$ cat src/rtl/clk_divider.sv
// Multi-channel programmable clock divider: each channel emits a registered,
// near-50% duty clock of period div_i cycles plus a period-start strobe.
module clk_divider #(
    parameter int CH    = 2,
    parameter int WIDTH = 8
) (
    input  logic                  clk_i,
    input  logic                  rst_i,
    input  logic [CH-1:0]         en_i,
    input  logic [CH*WIDTH-1:0]   div_i,
    output logic [CH-1:0]         clk_o,
    output logic [CH-1:0]         tick_o
);

    localparam logic [WIDTH-1:0] DIV_MIN = WIDTH'(2);

    // One extra bit so (p+1) cannot overflow at the maximum divisor.
    function automatic logic [WIDTH:0] high_time(input logic [WIDTH-1:0] p);
        return ({1'b0, p} + 1'b1) >> 1;
    endfunction

    for (genvar k = 0; k < CH; k++) begin : g_ch
        logic [WIDTH-1:0] cnt;
        logic [WIDTH-1:0] p;
        logic             run;
        logic             clk_r;
        logic             tick_r;
        logic [WIDTH-1:0] div_k;
        logic [WIDTH:0]   cnt_nxt;
        logic             start_ok;
        logic             last;

        assign div_k    = div_i[k*WIDTH +: WIDTH];
        assign cnt_nxt  = {1'b0, cnt} + 1'b1;
        assign start_ok = en_i[k] && (div_k >= DIV_MIN);
        assign last     = (cnt == p - 1'b1);

        // Inputs are only looked at when idle or on the final cycle of a period,
        // so a period in flight always finishes with its latched divisor.
        always_ff @(posedge clk_i) begin
            if (rst_i) begin
                cnt    <= '0;
                p      <= '0;
                run    <= 1'b0;
                clk_r  <= 1'b0;
                tick_r <= 1'b0;
            end else if (!run || last) begin
                cnt <= '0;
                if (start_ok) begin
                    p      <= div_k;
                    run    <= 1'b1;
                    clk_r  <= 1'b1;
                    tick_r <= 1'b1;
                end else begin
                    run    <= 1'b0;
                    clk_r  <= 1'b0;
                    tick_r <= 1'b0;
                end
            end else begin
                cnt    <= cnt_nxt[WIDTH-1:0];
                clk_r  <= (cnt_nxt < high_time(p));
                tick_r <= 1'b0;
            end
        end

        assign clk_o[k]  = clk_r;
        assign tick_o[k] = tick_r;
    end

endmodule
$ cat config.mk
export PLATFORM = sky130hd
export DESIGN_NAME = clk_divider
export DESIGN_NICKNAME = d
export VERILOG_FILES = /design/src/rtl/clk_divider.sv
export SDC_FILE = /design/constraint.sdc
export NUM_CORES = 1
export LEC_CHECK = 0
export ABC_AREA = 1
export CORE_ASPECT_RATIO = 1.25
export CORE_MARGIN = 2
export CORE_UTILIZATION = 53
export CTS_CLUSTER_SIZE = 8
export DETAILED_ROUTE_END_ITERATION = 12
export PLACE_DENSITY_LB_ADDON = 0.3
export SETUP_SLACK_MARGIN = 0.2
export SLEW_MARGIN = 20
export SYNTH_ARGS = -nofsm -noshare
export SYNTH_HDL_FRONTEND = slang
export SYNTH_SLANG_ARGS = --single-unit
$ cat constraint.sdc
create_clock -name clk_i -period 2.28 [get_ports clk_i]
set_input_delay 0.342 -clock clk_i [delete_from_list [all_inputs] [get_ports clk_i]]
set_output_delay 0.342 -clock clk_i [all_outputs]
set_load 0.02 [all_outputs]
=== Word-level counts from Yosys, hierarchy flattened ===
Index checks and enable logic that the tools add are counted.

* Bits in registers: 38
* Word-level logic and storage cells: 40

* Add/subtract/negate cells: 6
* $lt $le $gt $ge: 4
* Equality and inequality tests: 2
* Mux-type cells: 4
* Bitwise logic cells: 2
* Reductions and logical operators: 12

{| class="wikitable"
|+ Operator list
! cell !! count
|-
| adder 8 x 1 -> 9 bit, second input constant || 4
|-
| < comparator 9 x 8 -> 1 bit || 2
|-
| == test 8 bit || 2
|-
| greater-or-equal comparator 8 x 2 -> 1 bit, second input constant || 2
|-
| subtractor 8 x 1 -> 8 bit, second input constant || 2
|-
| OR reduction 2 bit || 4
|-
| two-way mux 1 bit || 4
|-
| AND reduction 2 bit || 2
|-
| logical AND 1 bit || 2
|-
| zero test 1 bit || 2
|-
| logical OR 1 bit || 2
|-
| NOT 1 bit || 2
|}

=== Logic depth before layout (Yosys ltp) ===
* Word-level depth: 5
* Mapped depth: 16
* Mapped depth without buffers: 15

=== Worst setup path after synthesis ===
No wires, ideal clock.

* Kind: reg2reg
* Start: register g_ch[0].cnt[0]
* End: register g_ch[0].clk_r
* Setup time: 0.114 ns
* Arrival: 2.001 ns
* Setup slack: 0.165 ns
* Cell stages (with the launch flop): 12
* Buffers on the path: 0
* Clock period less this slack: 2.115 ns
* Cells stage by stage: dfxtp_1 -> ha_1 -> inv_1 -> nor3_1 -> nand3_1 -> xor2_1 -> ha_1 -> nand2_1 -> nor4_1 -> nand2_1 -> nand3_1 -> nand2_1

* Longest elaborated chain between the ends: 3
* Elaborated cells on any way between the ends: 5
* Classes of those cells: 1 x add/sub; 1 x order compare; 1 x eq/ne; 1 x mux; 1 x reduce/logical

{| class="wikitable"
|+ Ends and longest elaborated chain
! element !! line !! text
|-
| start: declaration || 23 || <nowiki>logic [WIDTH-1:0] cnt;</nowiki>
|-
| start signal: assignment || 60 || <nowiki>cnt <= cnt_nxt[WIDTH-1:0];</nowiki>
|-
| adder 8 x 1 -> 9 bit || 34 || <nowiki>assign cnt_nxt = {1'b0, cnt} + 1'b1;</nowiki>
|-
| via g_ch[0].cnt_nxt[6] || 29 || <nowiki>logic [WIDTH:0] cnt_nxt;</nowiki>
|-
| < comparator 9 x 8 -> 1 bit || 61 || <nowiki>clk_r <= (cnt_nxt < high_time(p));</nowiki>
|-
| two-way mux 1 bit || 47 || <nowiki>end else if (!run || last) begin</nowiki>
|-
| end signal: assignment || 61 ||
|-
| end: declaration || 26 || <nowiki>logic clk_r;</nowiki>
|}

The timed path passes the listed nets, and every way through them passes these cells.
A chain may end at the register's enable or synchronous reset.

=== Worst setup path in the final report ===
* Start: register g_ch[1].p[1]
* End: register g_ch[1].clk_r

* Longest elaborated chain between the ends: 4
* Elaborated cells on any way between the ends: 6
* Classes of those cells: 2 x add/sub; 1 x order compare; 1 x eq/ne; 1 x mux; 1 x reduce/logical

{| class="wikitable"
|+ Ends and longest elaborated chain
! element !! line !! text
|-
| start: declaration || 24 || <nowiki>logic [WIDTH-1:0] p;</nowiki>
|-
| start signal: assignment || 50 || <nowiki>p <= div_k;</nowiki>
|-
| parallel branches: the longest is 3 deep, another holds adder 8 x 1 -> 9 bit || - ||
|-
| two-way mux 1 bit * || 47 ||
|-
| end signal: assignment || 61 ||
|-
| end: declaration || 26 ||
|}

Mark *: on every way between the ends.

==> metrics.txt <==
hold path depth=1; clock transition at the registers of the reported paths=around 80 ps; min Tclk post-route=about 2100 ps; clock sinks=38; reg2reg start=g_ch[1].p[1]; post-route insts no fill=518; crit-path leading delay family=simple AND/OR/NAND/NOR gates; CP bufs+invs=2; Synth area leader=dfxtp_1; Cell variety after synth=33; worst-margin pin slew=approximately 750 ps; cell seen most often among critical-path stages=nand2_1; wire length per cell=~13 um; Critical Path, Cell by Cell=inv_4, nor4_4, nand2_1, nor2_1, xnor2_1, ha_1, nand2_1, inv_1, nand3_1, nor3_2, a21oi_1, nand2_1, nand2_1; largest net degree at the start of global routing=19; synthesized flop and latch total=38; Syn Nets=about 460; die area=slightly below 6000 um^2; initial antenna violation count=0; Crit. End Element=flop; first-pass GRT wire length=around 11000 um; hold endpoint=g_ch[0].cnt[0]; pwr dens=506 nW/um^2; post-DP HPWL=4830 um; Worst setup SP type=flop; Setup-failing EPs final=0; status=completed; synth top area cells=dfxtp_1 (27%), nand2_1 (11%), ha_1 (8.9%); dpl cells=between 400 and 500; io pins=24; Reg2Reg Setup Slack=~160 ps; max-slew violations=0; Final Hold Fails=0; synthesized area per cell=around 6.7 um^2; Leakage Power=1.58 nW; R2R depth=13; worst-path maximum fanout=4; Worst Hold Class=flop to flop; Die Width=just under 70 um; Crit path largest cell delay=~380 ps; CTS Buffer Depth=2; fraction of layout cells with a size suffix above 1=between 10% and 20%; total number of vias=approximately 2700; via density per instance=a little over 5; Rows=29; slowest CP cell=dfxtp_4; Crit path arrival time=2300 ps; CORE AREA=about 5100 um^2; hold wc startpoint=g_ch[0].cnt[0]; unrepaired setup endpoints after global routing=true; Initial DRT Pass Iterations=4; synth-to-layout area growth=21.2%; Netlist Area Pre-Place=2820 um^2; Synth top area share=between 20% and 30%; Power Total=1.73 mW; Critical Path RT=2460 ps; Yosys warnings=0; DRC violations left=0; Die Height=around 86 um; post-synthesis sequential area ratio=a little over a quarter; ANT nets after route=0; ANT cells=0; GR Overflow Total=0; TritonCTS Buffers=5; hold buffers post-CTS=0; initial drt markers=87; maximum vdd drop=around 0.00035 V; nets@finish=between 400 and 500; clock latency on the worst-skew pair=~290 ps; Clock Skew=6.69 ps; CTS tree=yes; Max-cap violations=0; I/O Buffers=23; WL final=between 6000 and 7000 um; Clock Root Buffer=clkbuf_8; vias in the first global route=~2600; fin crit share=between 90 and 100%; Post-Syn Instances=421; Initial Util=55.2%; gp weighted congestion=about 0.84; fin worst setup slack=approximately 160 ps; CP Class=flop to flop; Post-Place Worst Slack=-65.0 ps; depth of the CTS H-tree=2; Max Fclk=473 MHz; Max transition margin=about 50%; GRT Total Usage=roughly 22%; Reg2Reg Capture Point=g_ch[1].clk_r
## placed cells by master, fill, tap and decap left out, drive strengths merged, types with 3 or more instances in the layout
cell type and instances:
xor2 22, nor2 58, nand3 36, inv 61, o21ai 6, nand3b 10, clkdlybuf4s50 23, xnor2 10
a21oi 27, ha 20, dfxtp 38, nand4 7, clkbuf 7, nor3 8, nor4 3, buf 17
nand2 96
## cell usage after synthesis (all sizes together)
| master | n |
|---|---|
| xnor2 | 10 |
| nor4 | 3 |
| a21oi | 27 |
| o21ai | 6 |
| nand2 | 93 |
| buf | 11 |
| nand3 | 36 |
| ha | 20 |
| dfxtp | 38 |
| nand4 | 7 |
| inv | 61 |
| o21a | 1 |
| clkbuf | 5 |
| nand2b | 1 |
| o211ai | 1 |
| clkinv | 1 |
| or2 | 1 |
| nor2 | 58 |
| nand3b | 10 |
| xor2 | 22 |
| a21boi | 1 |
| nor3 | 8 |
## metal layers
metal | vias to the layer above | part of all wire [%] | GRT usage [%]
met2 | 46 | 56 | 45.4
met4 | 0 | 2.5 | 9.45
met5 | - | 0 | 0
met1 | 1230 | 39 | 22.4
li1 | 1400 | - | -
met3 | 17 | 2.1 | 3.17
## how the worst max path moves through the flow
stage,startpoint,end,slack [ps],cells past startpoint
final,g_ch[1].p[1],g_ch[1].clk_r,160,13
after global placement,g_ch[1].p[0],g_ch[1].clk_r,-10,12
after global routing,g_ch[1].p[1],g_ch[1].clk_r,-4,13
after floorplan,g_ch[0].p[0],g_ch[0].clk_r,230,11
after CTS,g_ch[1].p[1],g_ch[1].clk_r,180,12
after detailed placement,g_ch[1].p[0],g_ch[1].clk_r,-60,12
## state kept, by name, indices dropped and copies added (netlist names)
| name | count |
|---|---|
| g_ch.cnt | 16 |
| g_ch.p | 16 |
| g_ch.run | 2 |
| g_ch.clk_r | 2 |
| g_ch.tick_r | 2 |
## cell families after synthesis
family                     after synthesis  share of synthesized area, %
and+or+nand+nor                        217                          35.0
adders and majority gates               20                          8.86
buffers and inverters                   78                          12.4
DFF                                     38                          26.9
AOI/OAI and AO/OA                       36                          6.91
xor gates and xnor gates                32                          9.92
## final cells by class
cell class	count	area, um^2
well taps	62	77.6
clock buffers	7	86.3
multi-input cells	308	1870
inverters	62	238
fillers	449	1690
flip-flops and latches	38	781
repair buffers	40	365
clock inverters	1	5.00
## power by group
group,internal [mW],switching (mW)
sequential,0.702,0.0534
combinational,0.218,0.278
clock,0.244,0.237
total,1.16,0.568
## metrics by stage
| stage | setup TNS (ps) | cell area [um^2] | hold slack [ps] | util (%) |
|---|---|---|---|---|
| finish | 0 | 3420 | 459 | 66.9 |
| global route | -4.09 | 3420 | 484 | 66.9 |
| CTS | 0 | 3240 | 457 | 63.3 |
| detailed placement | -65.0 | 3080 | 474 | 60.2 |
| global placement | -13.4 | 3080 | 461 | 60.2 |
| floorplan | 0 | 2830 | 411 | - |
## repair_timing
| item | CTS | global route |
|---|---|---|
| gates resized for setup | 16 | 27 |
| pin swaps | 3 | 16 |
| endpoints found under the setup margin | 35 | 35 |
| buffers inserted | 2 | 7 |
| gates cloned | 0 | 3 |
No activity file was read; power rests on OpenSTA's default activity.
